<file path="src/rtl/stage_mon_pkg.sv">
// stage_mon_pkg: shared types for the stage-strobe monitor.
//   phase_t      - controller phases, encoded in strobe order (P_IF_ID=0 .. P_WB_IF=6)
//   err_t        - error codes reported on err_code
//   next_phase() - successor phase; P_WB_IF wraps back to P_IF_ID
package stage_mon_pkg;

  localparam int NUM_PHASES = 7;

  typedef enum logic [2:0] {
    P_IF_ID  = 3'd0,
    P_ID_EX  = 3'd1,
    P_EX_MEM = 3'd2,
    P_MEM    = 3'd3,
    P_MEM_WB = 3'd4,
    P_WB     = 3'd5,
    P_WB_IF  = 3'd6
  } phase_t;

  typedef enum logic [2:0] {
    ERR_NONE    = 3'd0,
    ERR_ORDER   = 3'd1,
    ERR_MULTI   = 3'd2,
    ERR_PC      = 3'd3,
    ERR_TIMEOUT = 3'd4
  } err_t;

  function automatic phase_t next_phase(input phase_t p);
    if (p == P_WB_IF) begin
      return P_IF_ID;
    end
    return phase_t'(p + 3'd1);
  endfunction

endpackage

</file>
<file path="src/rtl/stage_seq_monitor_decode.sv">
// stage_strobe_decode: combinational decode of the seven write-enable strobes.
//   strobes_i [7] - bit i is the strobe of phase i (if_id at bit 0 .. wb_if at bit 6)
//   phase_o       - phase of the set strobe (meaningful only when valid_o=1)
//   valid_o       - exactly one strobe set
//   multi_o       - more than one strobe set
module stage_strobe_decode
  import stage_mon_pkg::*;
(
  input  logic [NUM_PHASES-1:0] strobes_i,
  output phase_t                phase_o,
  output logic                  valid_o,
  output logic                  multi_o
);

  logic [2:0] ones;

  always_comb begin
    ones    = 3'd0;
    phase_o = P_IF_ID;
    for (int i = 0; i < NUM_PHASES; i++) begin
      if (strobes_i[i]) begin
        ones    = ones + 3'd1;
        phase_o = phase_t'(3'(i));
      end
    end
    valid_o = (ones == 3'd1);
    multi_o = (ones > 3'd1);
  end

endmodule

</file>
<file path="src/rtl/stage_seq_monitor.sv">
// stage_seq_monitor: passive checker and retire counter for the stage-controller
// write-enable strobes of the multi-cycle core.
// Ports:
//   clk, reset_n (sync, active-low), stage_reset_n (0 = controller in INIT)
//   if_id_wren .. wb_if_wren - phase strobes, pc_wren - legal only with wb_if_wren
//   err_clr       - clears the sticky error (a same-cycle new error wins)
//   instr_count   - retired instructions (wraps)
//   expect_phase  - next expected phase (phase_t encoding)
//   err, err_code - sticky error flag and first error code since last clear
// Optional build macro STAGE_MON_CYCLE_CNT_EN adds:
//   cycle_count   - cycles spent with stage_reset_n=1
//   last_cpi      - cycles between the last two retires, saturating at 255
module stage_seq_monitor
  import stage_mon_pkg::*;
#(
  parameter int CNT_W   = 32,
  parameter int MAX_GAP = 4
) (
  input  logic             clk,
  input  logic             reset_n,
  input  logic             stage_reset_n,
  input  logic             if_id_wren,
  input  logic             id_ex_wren,
  input  logic             ex_mem_wren,
  input  logic             ram_wren,
  input  logic             mem_wb_wren,
  input  logic             reg_wren,
  input  logic             wb_if_wren,
  input  logic             pc_wren,
  input  logic             err_clr,
  output logic [CNT_W-1:0] instr_count,
  output logic [2:0]       expect_phase,
  output logic             err,
  output logic [2:0]       err_code
`ifdef STAGE_MON_CYCLE_CNT_EN
  ,
  output logic [CNT_W-1:0] cycle_count,
  output logic [7:0]       last_cpi
`endif
);

  localparam int GAP_W = $clog2(MAX_GAP + 1);

  logic [NUM_PHASES-1:0] strobes;
  phase_t                dec_phase;
  logic                  dec_valid;
  logic                  dec_multi;

  phase_t                expect_q, expect_d;
  logic [GAP_W-1:0]      gap_q, gap_d;
  logic [CNT_W-1:0]      count_q, count_d;
  logic                  err_q, err_d;
  err_t                  code_q, code_d;
  err_t                  new_code;
  logic                  retire;
  logic                  timeout;

  assign strobes = {wb_if_wren, reg_wren, mem_wb_wren, ram_wren,
                    ex_mem_wren, id_ex_wren, if_id_wren};

  stage_strobe_decode u_decode (
    .strobes_i (strobes),
    .phase_o   (dec_phase),
    .valid_o   (dec_valid),
    .multi_o   (dec_multi)
  );

  always_comb begin
    expect_d = expect_q;
    gap_d    = gap_q;
    count_d  = count_q;
    err_d    = err_q;
    code_d   = code_q;
    new_code = ERR_NONE;
    retire   = 1'b0;
    timeout  = 1'b0;

    if (!stage_reset_n) begin
      // Controller in INIT: everything it does is ignored.
      expect_d = P_IF_ID;
      gap_d    = '0;
    end else begin
      if (dec_multi) begin
        gap_d = '0;
      end else if (dec_valid) begin
        gap_d = '0;
        // Resync to the observed phase even when it was out of order.
        expect_d = next_phase(dec_phase);
        retire   = (dec_phase == P_WB_IF);
      end else if (gap_q == GAP_W'(MAX_GAP - 1)) begin
        // This idle cycle is the MAX_GAP-th in a row.
        gap_d   = '0;
        timeout = 1'b1;
      end else begin
        gap_d = gap_q + GAP_W'(1);
      end

      // Priority among simultaneous errors: MULTI > ORDER > PC > TIMEOUT.
      if (dec_multi) begin
        new_code = ERR_MULTI;
      end else if (dec_valid && (dec_phase != expect_q)) begin
        new_code = ERR_ORDER;
      end else if (pc_wren && !wb_if_wren) begin
        new_code = ERR_PC;
      end else if (timeout) begin
        new_code = ERR_TIMEOUT;
      end
    end

    if (retire) begin
      count_d = count_q + CNT_W'(1);
    end

    if (err_clr) begin
      err_d  = 1'b0;
      code_d = ERR_NONE;
    end
    if (new_code != ERR_NONE) begin
      err_d = 1'b1;
      // First error since the last clear keeps its code.
      if (!err_q || err_clr) begin
        code_d = new_code;
      end
    end
  end

  always_ff @(posedge clk) begin
    if (!reset_n) begin
      expect_q <= P_IF_ID;
      gap_q    <= '0;
      count_q  <= '0;
      err_q    <= 1'b0;
      code_q   <= ERR_NONE;
    end else begin
      expect_q <= expect_d;
      gap_q    <= gap_d;
      count_q  <= count_d;
      err_q    <= err_d;
      code_q   <= code_d;
    end
  end

  assign instr_count  = count_q;
  assign expect_phase = expect_q;
  assign err          = err_q;
  assign err_code     = code_q;

`ifdef STAGE_MON_CYCLE_CNT_EN
  logic [CNT_W-1:0] cycle_q;
  logic [7:0]       since_q;
  logic [7:0]       cpi_q;

  // since_q counts non-retire running cycles after the last retire, so the
  // interval reported at the next retire is since_q + 1.
  always_ff @(posedge clk) begin
    if (!reset_n) begin
      cycle_q <= '0;
      since_q <= '0;
      cpi_q   <= '0;
    end else if (stage_reset_n) begin
      cycle_q <= cycle_q + CNT_W'(1);
      if (retire) begin
        cpi_q   <= (since_q == 8'hFF) ? 8'hFF : since_q + 8'd1;
        since_q <= '0;
      end else if (since_q != 8'hFF) begin
        since_q <= since_q + 8'd1;
      end
    end
  end

  assign cycle_count = cycle_q;
  assign last_cpi    = cpi_q;
`else
  // No profiling counters in this build.
`endif

endmodule

</file>
<file path="config.mk">
export PLATFORM = sky130hd
export DESIGN_NAME = stage_seq_monitor
export DESIGN_NICKNAME = d
export VERILOG_FILES = /design/src/rtl/stage_mon_pkg.sv /design/src/rtl/stage_seq_monitor_decode.sv /design/src/rtl/stage_seq_monitor.sv
export SDC_FILE = /design/constraint.sdc
export NUM_CORES = 1
export LEC_CHECK = 0
export CORE_MARGIN = 2
export CORE_UTILIZATION = 50
export DETAILED_ROUTE_END_ITERATION = 10
export PLACE_DENSITY = 0.74
export SLEW_MARGIN = 15
export SYNTH_ARGS = -nofsm -noshare
export SYNTH_HDL_FRONTEND = slang
export SYNTH_SLANG_ARGS = --single-unit
</file>
<file path="constraint.sdc">
create_clock -name clk -period 5.8 [get_ports clk]
set_clock_uncertainty 0.1 [all_clocks]
set_input_delay 0.58 -clock clk [delete_from_list [all_inputs] [get_ports clk]]
set_output_delay 0.58 -clock clk [all_outputs]
set_load 0.02 [all_outputs]
</file>
==> results of run 1 <==
## final timing paths
check                                from                      endpoint  slack, ps  cells past startpoint
max                            id_ex_wren   instr_count[5]$_SDFFE_PN0P_        430                     21
min                   gap_q[0]$_SDFF_PP0_           gap_q[0]$_SDFF_PP0_        330                      1
min reg2reg           gap_q[0]$_SDFF_PP0_           gap_q[0]$_SDFF_PP0_        330                      1
max reg2reg  instr_count[14]$_SDFFE_PN0P_  instr_count[29]$_SDFFE_PN0P_       2990                      7
## where the power goes
part           switching [mW]  internal [mW]  total, mW  leakage, nW
sequential            0.00508          0.293      0.298        0.339
combinational           0.115         0.0833      0.198        0.800
clock                   0.106          0.172      0.278       0.0683
## per-stage QoR
step                      utilization (%)  hold slack [ps]  cells  power (mW)  cell area, µm²
final                                63.5              334    464       0.775            3430
after global routing                 63.5              345    464       0.813            3430
after CTS                            63.5              335    464       0.778            3430
after detailed placement             60.9              318    456       0.500            3290
after global placement               60.9              309    456       0.496            3290
after floorplan                         -              299    346       0.450            2760
## flip-flops by register name (all words and copies together) (netlist names)
signal        count
err               1
err_code          3
gap_q             3
expect_phase      3
instr_count      32
## critical path, cell delays in order
cell and delay, ps:
clkdlybuf4s50_1 560, inv_1 90, ha_1 310, xor2_1 190, ha_1 270, mux2i_1 230
nor2b_1 90, or3_1 350, nand3_1 80, o21ai_0 100, ha_1 300, nand2b_1 140
o41a_1 130, and3_1 200, ha_1 290, and2_1 170, and3b_1 220, mux2_2 350
nand3_2 270, or3_1 410, a21oi_1 140
## kinds of logic (layout without fill, tap and decap cells)
kind of cell               Yosys count  after routing  share of synthesized area [%]
muxes                               13             13                           4.76
xor gates and xnor gates            20             20                           7.56
adders and majority gates           10             10                           4.53
and+or+nand+nor                    155            155                           31.2
buffers and inverters               31             77                           5.43
DFF                                 42             42                           30.4
AOI/OAI and AO/OA                   75             75                           16.1
## layout make-up
class                   instances  area share (%)
inverters                      14            1.53
clock buffers                   5            2.01
multi-input cells             273            51.6
flip-flops and latches         42            24.5
repair buffers                 55            15.7
well taps                      72            2.63
clock inverters                 3            2.01
## per-layer routing
metal | vias up | share of wire (%)
met1 | 1234 | 49
met4 | 0 | 1.3
met3 | 7 | 4.2
met5 | - | 0
li1 | 1331 | -
met2 | 77 | 46
## placed cells by master, fill, tap and decap left out, types with 3 or more instances in the layout
cell,count
mux2i_1,12
dfxtp_1,42
o21ai_0,25
nand2_1,29
nand2b_1,10
and3_1,4
ha_1,10
nand3_1,14
nor2_1,29
a32oi_1,3
clkbuf_8,5
inv_1,13
nor3_1,10
nand4_1,13
and2_1,6
a31oi_1,3
a21oi_1,26
or3_1,16
buf_4,5
nor4_1,4
xor2_1,8
clkdlybuf4s50_1,50
xnor2_1,10
and4_1,3
==> flow_summary.ini, run 1 <==
[outcome]
status = completed

[finish]
multiInputGateArea_um2 = 1770
regArea_um2 = 841
area_growth_pct = 24.2
drive_gt1_share_pct = 5.87
fillCellCount = 478
final_nets = 413
n_antenna_cell = 0

[timing]
finalSetupViolCount = 0
period_share_pct = 92.6
tightestPinTransition_ps = 860
slew-limit-headroom_pct = 42.2
rsz0062_at_grt = false
finalCriticalPeriod_ps = 5370
fmax_mhz = 186
finalSetupTns_ps = 0
slew_violations = 0
worst_slack_ps = 431
hold_violations = 0

[yosys]
syn_avg_cell_area_um2 = 7.98
yosysMostFrequentCell = dfxtp_1
synthFlopType = dfxtp_1
syn_inst = 346
ys_types = 54
syn-num-nets = 368
yosys_register_bits = 42
synth_top_area_cell = dfxtp_1
ys_top_cells_by_count = 42 x dfxtp_1, 29 x nand2_1, 29 x nor2_1
synth_top_area_share_pct = 30.4
async_flop_share_pct = 0
ys.warnings.count = 0
synth_edf_count = 0
synth_area_leaders = dfxtp_1 30%, a21oi_1 4.7%, ha_1 4.5%, o21ai_0 4.5%, mux2i_1 4.3%
yosysSeqAreaShare_pct = 30.4
netlist_area_um2 = 2760

[floorplanning]
die_y_um = 78.3
io_pins = 51
initial_core_util_pct = 51.1
rows = 27
die_w_um = 78.3
dieArea_um2 = 6140
core-area_um2 = 5410

[placement]
portBuffers = 50
pre_cts_ws_ps = 156
hpwl_um = 4730
place.gp.congestion = 0.914

[clock_tree]
cts_hold_buf = 0
h-tree-depth = 2
cts.repair.resized = 0
cts_tree = done
numCtsBuffers = 5
clockBufferDepth = 2
clkTransAtPathRegs_ps = 90
cts_sinks = 42
cts_setup_buffers = 0
root_buffer = clkbuf_8
clk_latency_ps = 300

[route]
drc = 0
routed_wl_um = 6490
drt_iter0_drc = 188
dr.pass1.iters = 4
dr_total_vias = 2649
viasPerCell = 5.71
wire_per_inst_um = 14.0
ant_nets = 0

[setup_path]
critical_path_class = input pin to flip-flop
worstPathMaxFanout = 13
required_ps = 5920
cp-start-kind = input pin
crit_path_end_kind = flip-flop
cp_data_arrival_time_ps = 5490

[grt]
gr-total-overflow = 0
antenna_found_initial = 0
grt_max_degree = 27
use_met3_pct = 2.87
grt_pass1_wl_um = 11200
top_usage_layer = met2
first_global_vias = 2386
grt.total_usage_pct = 22.5
use_met1_pct = 32.2
met2_usage_pct = 35.3

[pwr]
p_leak_nw = 1.21
vdd_ir_drop_max_mv = 0.155
cellPowerDensity_nw_per_um2 = 226

[min_path]
min_path_type = flip-flop to flip-flop

[flow_run]
cap_violations = 0
No activity file was read; power rests on OpenSTA's default activity.
==> run 2: changes to the inputs <==
--- a/config.mk
+++ b/config.mk
@@ -5,6 +5,7 @@
 export SDC_FILE = /design/constraint.sdc
 export NUM_CORES = 1
 export LEC_CHECK = 0
+export CAP_MARGIN = 0
 export CORE_MARGIN = 2
 export CORE_UTILIZATION = 50
 export DETAILED_ROUTE_END_ITERATION = 10
==> results of run 2 <==
The final DEF is identical to that of run 1; final timing and power are the same.
==> run 3: changes to the inputs <==
--- a/config.mk
+++ b/config.mk
@@ -7,9 +7,10 @@
 export LEC_CHECK = 0
 export CAP_MARGIN = 0
 export CORE_MARGIN = 2
-export CORE_UTILIZATION = 50
+export CORE_UTILIZATION = 53
 export DETAILED_ROUTE_END_ITERATION = 10
-export PLACE_DENSITY = 0.74
+export PLACE_DENSITY = 0.78
+export SKIP_LAST_GASP = 1
 export SLEW_MARGIN = 15
 export SYNTH_ARGS = -nofsm -noshare
 export SYNTH_HDL_FRONTEND = slang
==> run 3 against run 2 <==
Total power decreased by 6.0%. Final area down 0.58%. Clock-buffer cell count did not move. Sequential share of layout area grew 0.14 points. Non-clock buffer count grew 1.
==> flow_summary.ini, run 3 (synthesis results as in run 1) <==
[outcome]
status = completed

[pwr]
vdd_ir_drop_max_mv = 0.180
p_leak_nw = 1.21
cellPowerDensity_nw_per_um2 = 214
power_mw = 0.729

[route]
dr.pass1.iters = 4
viasPerCell = 5.74
wire_per_inst_um = 14.5
routed_wl_um = 6720
ant_nets = 0
dr_total_vias = 2659
drt_iter0_drc = 164
drc = 0

[clock_tree]
cts_tree = done
clkTransAtPathRegs_ps = 80
h-tree-depth = 2
numCtsBuffers = 5
clk_latency_ps = 290
clockBufferDepth = 2
cts_setup_buffers = 0
cts_sinks = 42
root_buffer = clkbuf_8

[timing]
worst_slack_ps = 425
slew_violations = 0
slew-limit-headroom_pct = 37.3
fmax_mhz = 186
period_share_pct = 92.7
finalCriticalPeriod_ps = 5370
hold_ws_ps = 329
finalSetupViolCount = 0
rsz0062_at_grt = false
finalSetupTns_ps = 0
hold_violations = 0
tightestPinTransition_ps = 934

[finish]
multiInputGateArea_um2 = 1780
postLayoutCellArea_um2 = 3410
final_cell_mix = 50 x clkdlybuf4s50_1, 42 x dfxtp_1, 29 x nor2_1, 29 x nand2_1, 26 x a21oi_1
largest_register_ffs = 32
area_growth_pct = 23.5
fin_cells = 463
n_antenna_cell = 0
utilization_pct = 67.2
final_nets = 414
layout_commonest_cell = clkdlybuf4s50_1
drive_gt1_share_pct = 6.11
fillCellCount = 442
regArea_um2 = 841

[placement]
pre_cts_ws_ps = 93.1
numPlacedInstances = 455
place.gp.congestion = 0.841
hpwl_um = 4910
portBuffers = 50
placed_area_um2 = 3300

[setup_path]
crit_buf_inv = 2
cp-start-kind = input pin
max_stage_delay_ps = 580
required_ps = 5910
cp_data_arrival_time_ps = 5490
path_delay_family = simple AND/OR/NAND/NOR gates
critical_path_class = input pin to flip-flop
crit_path_end_kind = flip-flop
slowest_stage = clkdlybuf4s50_1
crit_top_cell = ha_1
worstPathMaxFanout = 13
crit_path_cell_trace = clkdlybuf4s50_1 > inv_1 > ha_1 > xor2_1 > ha_1 > mux2i_1 > nor2b_1 > or3_1 > nand3_1 > o21ai_0 > ha_1 > nand2b_1 > o41a_1 > and3_1 > ha_1 > nand2_1 > xnor2_1 > xnor2_1 > mux2_4 > nand3_2 > or3_1 > a21oi_1

[grt]
first_global_vias = 2616
grt_pass1_wl_um = 11700
antenna_found_initial = 0
grt.total_usage_pct = 23.9
grt_max_degree = 27
gr-total-overflow = 0

[floorplanning]
core-area_um2 = 5070
io_pins = 51
die_w_um = 76.2
dieArea_um2 = 5810
initial_core_util_pct = 54.4
die_y_um = 76.2
rows = 26

[flow_run]
cap_violations = 0

[min_path]
min_path_type = flip-flop to flip-flop
==> run 3: power by group <==
| group | switching [mW] | internal [mW] | leakage, nW |
|---|---|---|---|
| Clock | 0.100 | 0.127 | 0.0579 |
| Sequential | 0.00535 | 0.293 | 0.339 |
| Combinational | 0.117 | 0.0860 | 0.809 |
==> run 3: worst paths after layout <==
kind	cells past startpoint	slack (ps)	start	endpoint
setup / recovery	22	430	id_ex_wren	instr_count[7]$_SDFFE_PN0P_
hold / removal	1	330	gap_q[0]$_SDFF_PP0_	gap_q[0]$_SDFF_PP0_
setup reg to reg	7	3050	instr_count[14]$_SDFFE_PN0P_	instr_count[29]$_SDFFE_PN0P_
hold reg to reg	1	330	gap_q[0]$_SDFF_PP0_	gap_q[0]$_SDFF_PP0_
==> run 3: layout make-up <==
class | instances | share of cell area, %
sequential | 42 | 24.7
clock inverter | 3 | 1.17
multi-input combinational | 273 | 52.1
clock buffer | 5 | 2.02
timing repair buffer | 56 | 16.0
inverter | 14 | 1.54
tap | 70 | 2.57
==> run 3: what timing repair did <==
item | CTS | global route
resized for setup | 0 | 1
endpoints found under the setup margin | 0 | 3
hold buffers | 0 | 0
==> run 3: per-layer routing <==
metal	wire length, µm	part of all wire, %	global-route usage [%]
met5	0	0	0
met4	73	1.1	6.18
met3	263	3.9	3.67
met2	3100	46	39.6
met1	3290	49	32.8
